[config.mk]
export PLATFORM = sky130hd
export DESIGN_NAME = hdmi_fb_scheduler
export DESIGN_NICKNAME = d
export VERILOG_FILES = /design/src/rtl/hdmi_fb_scheduler.sv
export SDC_FILE = /design/constraint.sdc
export NUM_CORES = 1
export LEC_CHECK = 0
export CORE_ASPECT_RATIO = 1.1
export CORE_UTILIZATION = 60
export CTS_BUF_LIST = sky130_fd_sc_hd__clkbuf_4
export CTS_CLUSTER_SIZE = 8
export DETAILED_ROUTE_END_ITERATION = 10
export PLACE_DENSITY_LB_ADDON = 0.2
export SYNTH_ARGS = -nofsm -noshare
export SYNTH_HDL_FRONTEND = slang
export SYNTH_SLANG_ARGS = --single-unit
[constraint.sdc]
create_clock -name i_pixclk -period 4.2 [get_ports i_pixclk]
set_clock_uncertainty 0.1 [all_clocks]
set_input_delay 0.84 -clock i_pixclk [delete_from_list [all_inputs] [get_ports i_pixclk]]
set_output_delay 0.84 -clock i_pixclk [all_outputs]
set_load 0.05 [all_outputs]
[src/rtl/hdmi_fb_scheduler.sv]
// hdmi_fb_scheduler
//   Feeds pixels to the HDMI serialiser from a prefetch FIFO and shares one
//   single-port framebuffer RAM between the video prefetch path and a writer.
//   Everything runs in the pixel clock domain.
//
// Ports
//   i_pixclk                  pixel clock
//   i_reset_n                 synchronous active-low reset
//   i_rd                      serialiser consumes the head pixel this cycle
//   i_newframe                last pixel of frame; flushes the prefetch path
//   o_red/o_grn/o_blu         FIFO head pixel, or UNDERFLOW_RGB when empty
//   i_wr_req/i_wr_addr/i_wr_data  writer request, held until o_wr_ack
//   o_wr_ack                  one-cycle pulse, write issued this cycle
//   o_mem_addr/o_mem_re/o_mem_we/o_mem_wdata  registered RAM command
//   i_mem_rdata               RAM read data, valid the cycle after o_mem_re
//   o_level                   FIFO occupancy
//   o_underflow               sticky: i_rd seen with the FIFO empty
module hdmi_fb_scheduler #(
  parameter int          ADDR_W        = 19,
  parameter int          FB_PIXELS     = 307200,
  parameter int          FIFO_DEPTH    = 16,
  parameter int          LOW_WATER     = 4,
  parameter logic [23:0] UNDERFLOW_RGB = 24'h000000
) (
  input  logic                          i_pixclk,
  input  logic                          i_reset_n,
  input  logic                          i_rd,
  input  logic                          i_newframe,
  output logic [7:0]                    o_red,
  output logic [7:0]                    o_grn,
  output logic [7:0]                    o_blu,
  input  logic                          i_wr_req,
  input  logic [ADDR_W-1:0]             i_wr_addr,
  input  logic [23:0]                   i_wr_data,
  output logic                          o_wr_ack,
  output logic [ADDR_W-1:0]             o_mem_addr,
  output logic                          o_mem_re,
  output logic                          o_mem_we,
  output logic [23:0]                   o_mem_wdata,
  input  logic [23:0]                   i_mem_rdata,
  output logic [$clog2(FIFO_DEPTH):0]   o_level,
  output logic                          o_underflow
);

  localparam int LVL_W = $clog2(FIFO_DEPTH);

  localparam logic [0:0] ST_FLUSH = 1'b0;
  localparam logic [0:0] ST_RUN   = 1'b1;

  logic [0:0]        r_state;
  logic [23:0]       r_fifo [FIFO_DEPTH];
  logic [LVL_W-1:0]  r_wptr;
  logic [LVL_W-1:0]  r_rptr;
  logic [LVL_W:0]    r_level;
  logic [ADDR_W-1:0] r_fetch;
  logic [ADDR_W-1:0] r_mem_addr;
  logic [23:0]       r_mem_wdata;
  logic              r_mem_re;
  logic              r_mem_we;
  logic              r_wr_ack;
  logic              r_rd_pend;   // read data on i_mem_rdata this cycle
  logic              r_drop;      // that data belongs to a flushed frame
  logic              r_underflow;

  logic              w_empty;
  logic              w_pop;
  logic              w_push;
  logic              w_rd_ok;
  logic              w_avail;
  logic              w_low;
  logic              w_wr_ok;
  logic              w_issue_rd;
  logic              w_issue_wr;
  logic [LVL_W+1:0]  w_occ;

  always_comb begin
    w_empty = (r_level == '0);
    // A new frame flushes the FIFO, so it suppresses both pop and push.
    w_pop   = i_rd && !w_empty && !i_newframe;
    w_push  = r_rd_pend && !r_drop && !i_newframe;
    // Occupancy counts every read not yet in the FIFO: the one issued this
    // cycle and the one whose data is returning now. That keeps the FIFO
    // from overflowing even when reads run back-to-back.
    w_occ   = (LVL_W+2)'(r_level) + (LVL_W+2)'(r_mem_re) + (LVL_W+2)'(r_rd_pend);
    w_avail = (w_occ < (LVL_W+2)'(FIFO_DEPTH));
    w_low   = (r_level < (LVL_W+1)'(LOW_WATER));
    w_rd_ok = (r_state == ST_RUN) && !i_newframe;
    // A request acked this cycle is still held; never grant it twice.
    w_wr_ok = i_wr_req && !r_wr_ack;
    w_issue_rd = w_rd_ok && w_avail && (w_low || !w_wr_ok);
    w_issue_wr = w_wr_ok && !(w_rd_ok && w_avail && w_low);
  end

  always_ff @(posedge i_pixclk) begin
    if (!i_reset_n) begin
      r_state     <= ST_FLUSH;
      r_wptr      <= '0;
      r_rptr      <= '0;
      r_level     <= '0;
      r_fetch     <= '0;
      r_mem_addr  <= '0;
      r_mem_re    <= 1'b0;
      r_mem_we    <= 1'b0;
      r_wr_ack    <= 1'b0;
      r_rd_pend   <= 1'b0;
      r_drop      <= 1'b0;
      r_underflow <= 1'b0;
    end else begin
      r_state   <= i_newframe ? ST_FLUSH : ST_RUN;
      r_rd_pend <= r_mem_re;
      r_drop    <= i_newframe && r_mem_re;
      if (i_newframe) begin
        r_wptr  <= '0;
        r_rptr  <= '0;
        r_level <= '0;
        r_fetch <= '0;
      end else begin
        if (w_push) r_wptr <= r_wptr + LVL_W'(1);
        if (w_pop)  r_rptr <= r_rptr + LVL_W'(1);
        case ({w_push, w_pop})
          2'b10:   r_level <= r_level + (LVL_W+1)'(1);
          2'b01:   r_level <= r_level - (LVL_W+1)'(1);
          default: r_level <= r_level;
        endcase
        if (w_issue_rd)
          r_fetch <= (r_fetch == ADDR_W'(FB_PIXELS-1)) ? '0 : r_fetch + ADDR_W'(1);
      end
      if (i_rd && w_empty && !i_newframe) r_underflow <= 1'b1;
      r_mem_re <= w_issue_rd;
      r_mem_we <= w_issue_wr;
      r_wr_ack <= w_issue_wr;
      if (w_issue_rd)      r_mem_addr <= r_fetch;
      else if (w_issue_wr) r_mem_addr <= i_wr_addr;
    end
  end

  // Storage only; validity is tracked by the control registers above.
  always_ff @(posedge i_pixclk) begin
    if (w_push)     r_fifo[r_wptr] <= i_mem_rdata;
    if (w_issue_wr) r_mem_wdata    <= i_wr_data;
  end

  assign {o_red, o_grn, o_blu} = w_empty ? UNDERFLOW_RGB : r_fifo[r_rptr];
  assign o_wr_ack    = r_wr_ack;
  assign o_mem_addr  = r_mem_addr;
  assign o_mem_re    = r_mem_re;
  assign o_mem_we    = r_mem_we;
  assign o_mem_wdata = r_mem_wdata;
  assign o_level     = r_level;
  assign o_underflow = r_underflow;

endmodule
* After elaboration in Yosys (flattened, before gate mapping) *
Memories as Yosys holds them, arrays and structs flattened. A register that Yosys moved wholly into a read port is not among the register bits.
Index checks and enable logic that the tools add are counted.

cells by class
  add/sub/neg operators = 7
  magnitude comparators = 2
  equality and inequality tests = 3
  multiplexer cells = 10
  bitwise logic cells = 1
  reductions and logical operators = 24

operators with widths
  kind                   number
  $mux 19                3
  $mux 24                1
  $add 19x1->19 const B  1
  $eq 19x19->1 const B   1
  $logic_and 1x1->1      13
  $pmux 5 s2             1
  $add 4x1->4 const B    2
  $mux 4                 2
  $add 5x1->6            1
  $add 6x1->6            1
  $logic_not 1->1        6
  $lt 6x5->1 const B     1
  $add 5x1->5 const B    1
  $logic_not 5->1        1
  $lt 5x3->1 const B     1
  $sub 5x1->5 const B    1
  $reduce_bool 2->1      2
  $mux 1                 3
  $eq 2x1->1 const B     1
  $eq 2x2->1 const B     1
  $reduce_or 2->1        1
  $logic_or 1x1->1       1
  $not 1->1              1

word-level totals
  bits in registers = 81
  RAM bits = 384
  bits of input ports = 72
  output and inout bits = 76
  logic and storage cells = 60
  memories = 1

memories
  name    depth  bits a word  read ports  clocked after Yosys merged registers in  write ports  line  text
  r_fifo  16     24           1           1                                        1            51    logic [23:0] r_fifo [FIFO_DEPTH];

* Longest topological paths before layout *
  depth in word-level cells = 9
  gate-level depth with buffers = 12
  mapped depth without buffers = 11

* Worst setup path before layout *
Ideal clock, no wire load.

  path type = in2reg
  start = in i_newframe
  end = mem r_fifo[3][0], enable pin
  library setup time = 0.435 ns
  data arrival time = 2.941 ns
  data required time = 3.665 ns
  slack = 0.724 ns
  stages on the path = 3
  buffers on the path = 0
  cell sequence = nor2_1 -> nand2_1 -> nor3_1

on the way
  word-level cells in the longest chain between the ends = 4

ends and longest elaborated chain
  what                          line  text
  from (decl)                   28    input logic i_newframe,
  $logic_not 1->1               80    w_push = r_rd_pend && !r_drop && !i_newframe;
  $logic_and 1x1->1             80
  $mux 1                        139   if (w_push) r_fifo[r_wptr] <= i_mem_rdata;
  $mux 1 (implied by the code)  139
  to (decl)                     51

No other way between the ends.

==> flow_metrics.env <==
export IMPL_number_of_antenna_violations_at_the_first_check_in_global_routing=3
export IMPL_max_slew_worst_pin_slew_ps=1108
export IMPL_dp_hpwl_um=22240
export IMPL_synth_top_flop_cell="edfxtp_1"
export IMPL_synth_cell_type_count=54
export IMPL_violations="DRC"
export IMPL_critical_path_top_cell_by_count="mux4_2"
export IMPL_drive_gt1_share_pct=28.57
export IMPL_yosysSeqAreaShare_pct=73.76
export IMPL_post_synthesis_cell_area_um2=18270
export IMPL_worst_ep_required_time_ps=3260
export IMPL_post_detailed_route_count_of_antenna_violating_nets=0
export IMPL_synth_net_count=1045
export IMPL_drt_first_pass_iters=9
export IMPL_total_power_mw=9.144
export IMPL_avgViaCountPerCell=6.013
export IMPL_fillers=1822
export IMPL_die_area_um2=31150
export IMPL_drtIter0Drc=896
export IMPL_cp_slowest_stage_delay_ps=550
export IMPL_timing_final_crit_period_ps=4063
export IMPL_synthesis_area_per_instance_um2=18.95
export IMPL_worst_setup_path_end_kind="primary output"
export IMPL_drt_total_wl_um=38640
export IMPL_number_of_global_route_vias_before_repair=10430
export IMPL_drv_max_cap_violation_count=0
export IMPL_io_buffers=147
export IMPL_grt_setup_unrepaired="false"
export IMPL_die_width_um=168.4
export IMPL_placeableCoreArea_um2=29730
export IMPL_cts_clk_slew_worst_paths_ps=70
export IMPL_worst_setup_path_start_kind="flip-flop"
export IMPL_rows=66
export IMPL_vias=10040
export IMPL_fin_setup_tns_ps=0
export IMPL_async_flop_share_pct=0
export IMPL_die_height_um=185.0
export IMPL_setup_worst_path_class="flip-flop to primary output"
export IMPL_postSynthCellCount=964
export IMPL_globalRouteOverflowTotal=0
export IMPL_critical_path_peak_fanout=29
export IMPL_routability_congestion_estimate=0.8367
export IMPL_wp_data_arrival_ps=3120
export IMPL_reg2reg_slack_ps=1400
export IMPL_finalHoldViolCount=0
export IMPL_hold_crit_depth=1
export IMPL_final_max_slew_violation_count=0
export IMPL_htree_levels=3
export IMPL_ff_latch_area_um2=13480
export IMPL_worst_case_clock_buffer_depth=3
export IMPL_grt_first_pass_wirelength_um=58640
export IMPL_max_slew_margin_rel_pct=26.13
export IMPL_timing_critical_path_max_delay_family="multiplexers"
export IMPL_crit_path_top_delay_cell="mux4_2"
export IMPL_floorplan_initialDensity_pct=61.44
export IMPL_crit_path_buf_inv_count=3
export IMPL_routedWlPerCell_um=23.14
export IMPL_grt_max_degree=38
export IMPL_flow_area_growth_from_synthesis_pct=19.78
export IMPL_gr_usage_all_layers_pct=25.94
export IMPL_number_of_enable_flip_flop_cells_after_synthesis=408
export IMPL_synthesis_yosys_warnings=0
export IMPL_crit_path_cell_trace="buf_12, buf_16, mux4_2, mux4_2, and2_1, buf_4"
export IMPL_numClockSinks=469
export IMPL_num_io_pins=148
export IMPL_drc_errors=1
export IMPL_cts_bufs_inserted=110
export IMPL_min_period_over_period_pct=96.75
export IMPL_finish_net_count=1287
export IMPL_critical_path_depth=6
export IMPL_post_cts_hold_buffer_count=0
export IMPL_synth_seq_cells=469
export IMPL_timing_hold_worst_class="flip-flop to flip-flop"
export IMPL_clk_root_buffer_cell="clkbuf_4"
export IMPL_fmaxAchievable_mhz=246.1
export IMPL_finalSetupViolCount=0
export IMPL_clock_latency_ps=750
export IMPL_multiInputGateArea_um2=4601
export IMPL_r2r_worst_path_cells=9
export IMPL_worst_ir_drop_vdd_v=0.0002550
export IMPL_run_status="finished with violations"
export IMPL_tritoncts="yes"
export IMPL_static_leakage_power_nw=7.111
export IMPL_cellPowerDensity_nw_per_um2=418.0
## timing repair
| action | in CTS | in global routing |
|---|---|---|
| resized for setup | 15 | 1 |
| endpoints found under the setup margin | 19 | 1 |
| setup buffers | 1 | 0 |
## logic make-up (layout without fill, tap and decap cells)
family / Yosys count / after routing / synth area share (%)
other cells: 0 / 1 / 0
simple gates: 203 / 203 / 5.562
flops: 469 / 469 / 73.76
buf+inv: 63 / 394 / 1.644
mux: 123 / 123 / 14.96
fa+ha+maj: 9 / 9 / 0.6165
compound gates: 86 / 86 / 2.932
xor+xnor: 11 / 11 / 0.5274
## metrics by stage
step | setup WS [ps] | area, um2 | std cells | hold slack [ps] | utilization, %
final | 136.6 | 21880 | 1670 | 382.9 | 73.59
after CTS | 40.37 | 21870 | 1669 | 386.9 | 73.56
after global routing | 14.88 | 21880 | 1670 | 413.8 | 73.59
after global placement | 601.7 | 20410 | 1467 | 350.9 | 68.64
after floorplan | 724.2 | 18270 | 964 | 372.5 | -
after detailed placement | 559.1 | 20410 | 1467 | 367.0 | 68.64
## flip-flops by register name, indices dropped and copies added (netlist names), named ones only
signal / count
r_rptr: 4
r_drop: 1
o_mem_wdata: 24
r_rd_pend: 1
o_level: 5
r_fifo: 384
o_mem_addr: 19
r_wptr: 4
r_fetch: 19
o_mem_re: 1
o_underflow: 1
o_wr_ack: 1
r_state: 1
## final cells by class
| cell class | count | share of cell area (%) |
|---|---|---|
| Clock inverter | 43 | 1.184 |
| Sequential cell | 469 | 61.62 |
| Inverter | 9 | 0.1544 |
| Tap cell | 374 | 2.139 |
| Timing Repair Buffer | 184 | 8.441 |
| Clock buffer | 158 | 5.421 |
| Antenna cell | 1 | 0.01144 |
| Multi-Input combinational cell | 432 | 21.03 |
## cells in the mapped netlist, types with 4 or more instances
master | count | area [um2]
a31oi_1 | 21 | 131.4
and2_1 | 29 | 181.4
nor2_1 | 41 | 153.9
nand2_1 | 64 | 240.2
or3_1 | 9 | 56.30
nand3_1 | 12 | 60.06
xnor2_1 | 4 | 35.03
xor2_1 | 7 | 61.31
mux4_2 | 120 | 2703
o21ai_1 | 14 | 70.07
ha_1 | 9 | 112.6
nand2b_1 | 9 | 56.30
nand4_1 | 6 | 37.54
o211ai_1 | 4 | 30.03
edfxtp_1 | 408 | 12250
o21ai_0 | 13 | 65.06
buf_1 | 7 | 26.28
nor3_1 | 11 | 55.05
inv_1 | 8 | 30.03
dfxtp_1 | 61 | 1221
a21oi_1 | 15 | 75.07
clkbuf_1 | 28 | 105.1
buf_6 | 6 | 67.56
buf_2 | 12 | 60.06
## layer usage
layer | part of all wire, % | global-route usage, % | wire length, um
met1 | 39 | 33.06 | 14940
met2 | 52 | 43.67 | 20040
met3 | 7.1 | 5.769 | 2751
met4 | 2.3 | 10.62 | 902
met5 | 0 | 0 | 0
## cell usage in the layout, fill, tap and decap left out, types with 6 or more instances in the layout
master / instances
inv_1: 8
a21oi_1: 15
xor2_1: 7
clkinv_1: 27
clkdlybuf4s50_1: 123
nand4_1: 6
dlygate4sd2_1: 11
clkbuf_4: 158
o21ai_0: 13
buf_12: 9
mux4_2: 120
buf_4: 38
nor2_4: 11
nor2_1: 28
a31oi_1: 21
nand2b_1: 9
nand2_1: 64
and2_1: 29
clkinv_2: 8
nor3_1: 7
edfxtp_1: 408
nand3_1: 12
o21ai_1: 14
dfxtp_1: 58
ha_1: 9
or3_1: 9
## worst paths after layout
path	start	end
setup / recovery	flip-flop	o_blu[1]
hold / removal	o_underflow	o_underflow
setup reg to reg	o_level[2]	o_level[2]
hold reg to reg	o_underflow	o_underflow
## power by group
group / switching, mW / internal, mW
Sequential: 0.0153 / 5.09
Combinational: 0.239 / 0.135
Clock: 1.74 / 1.92
Total: 1.99 / 7.15
(Power assumes the default switching activity.)
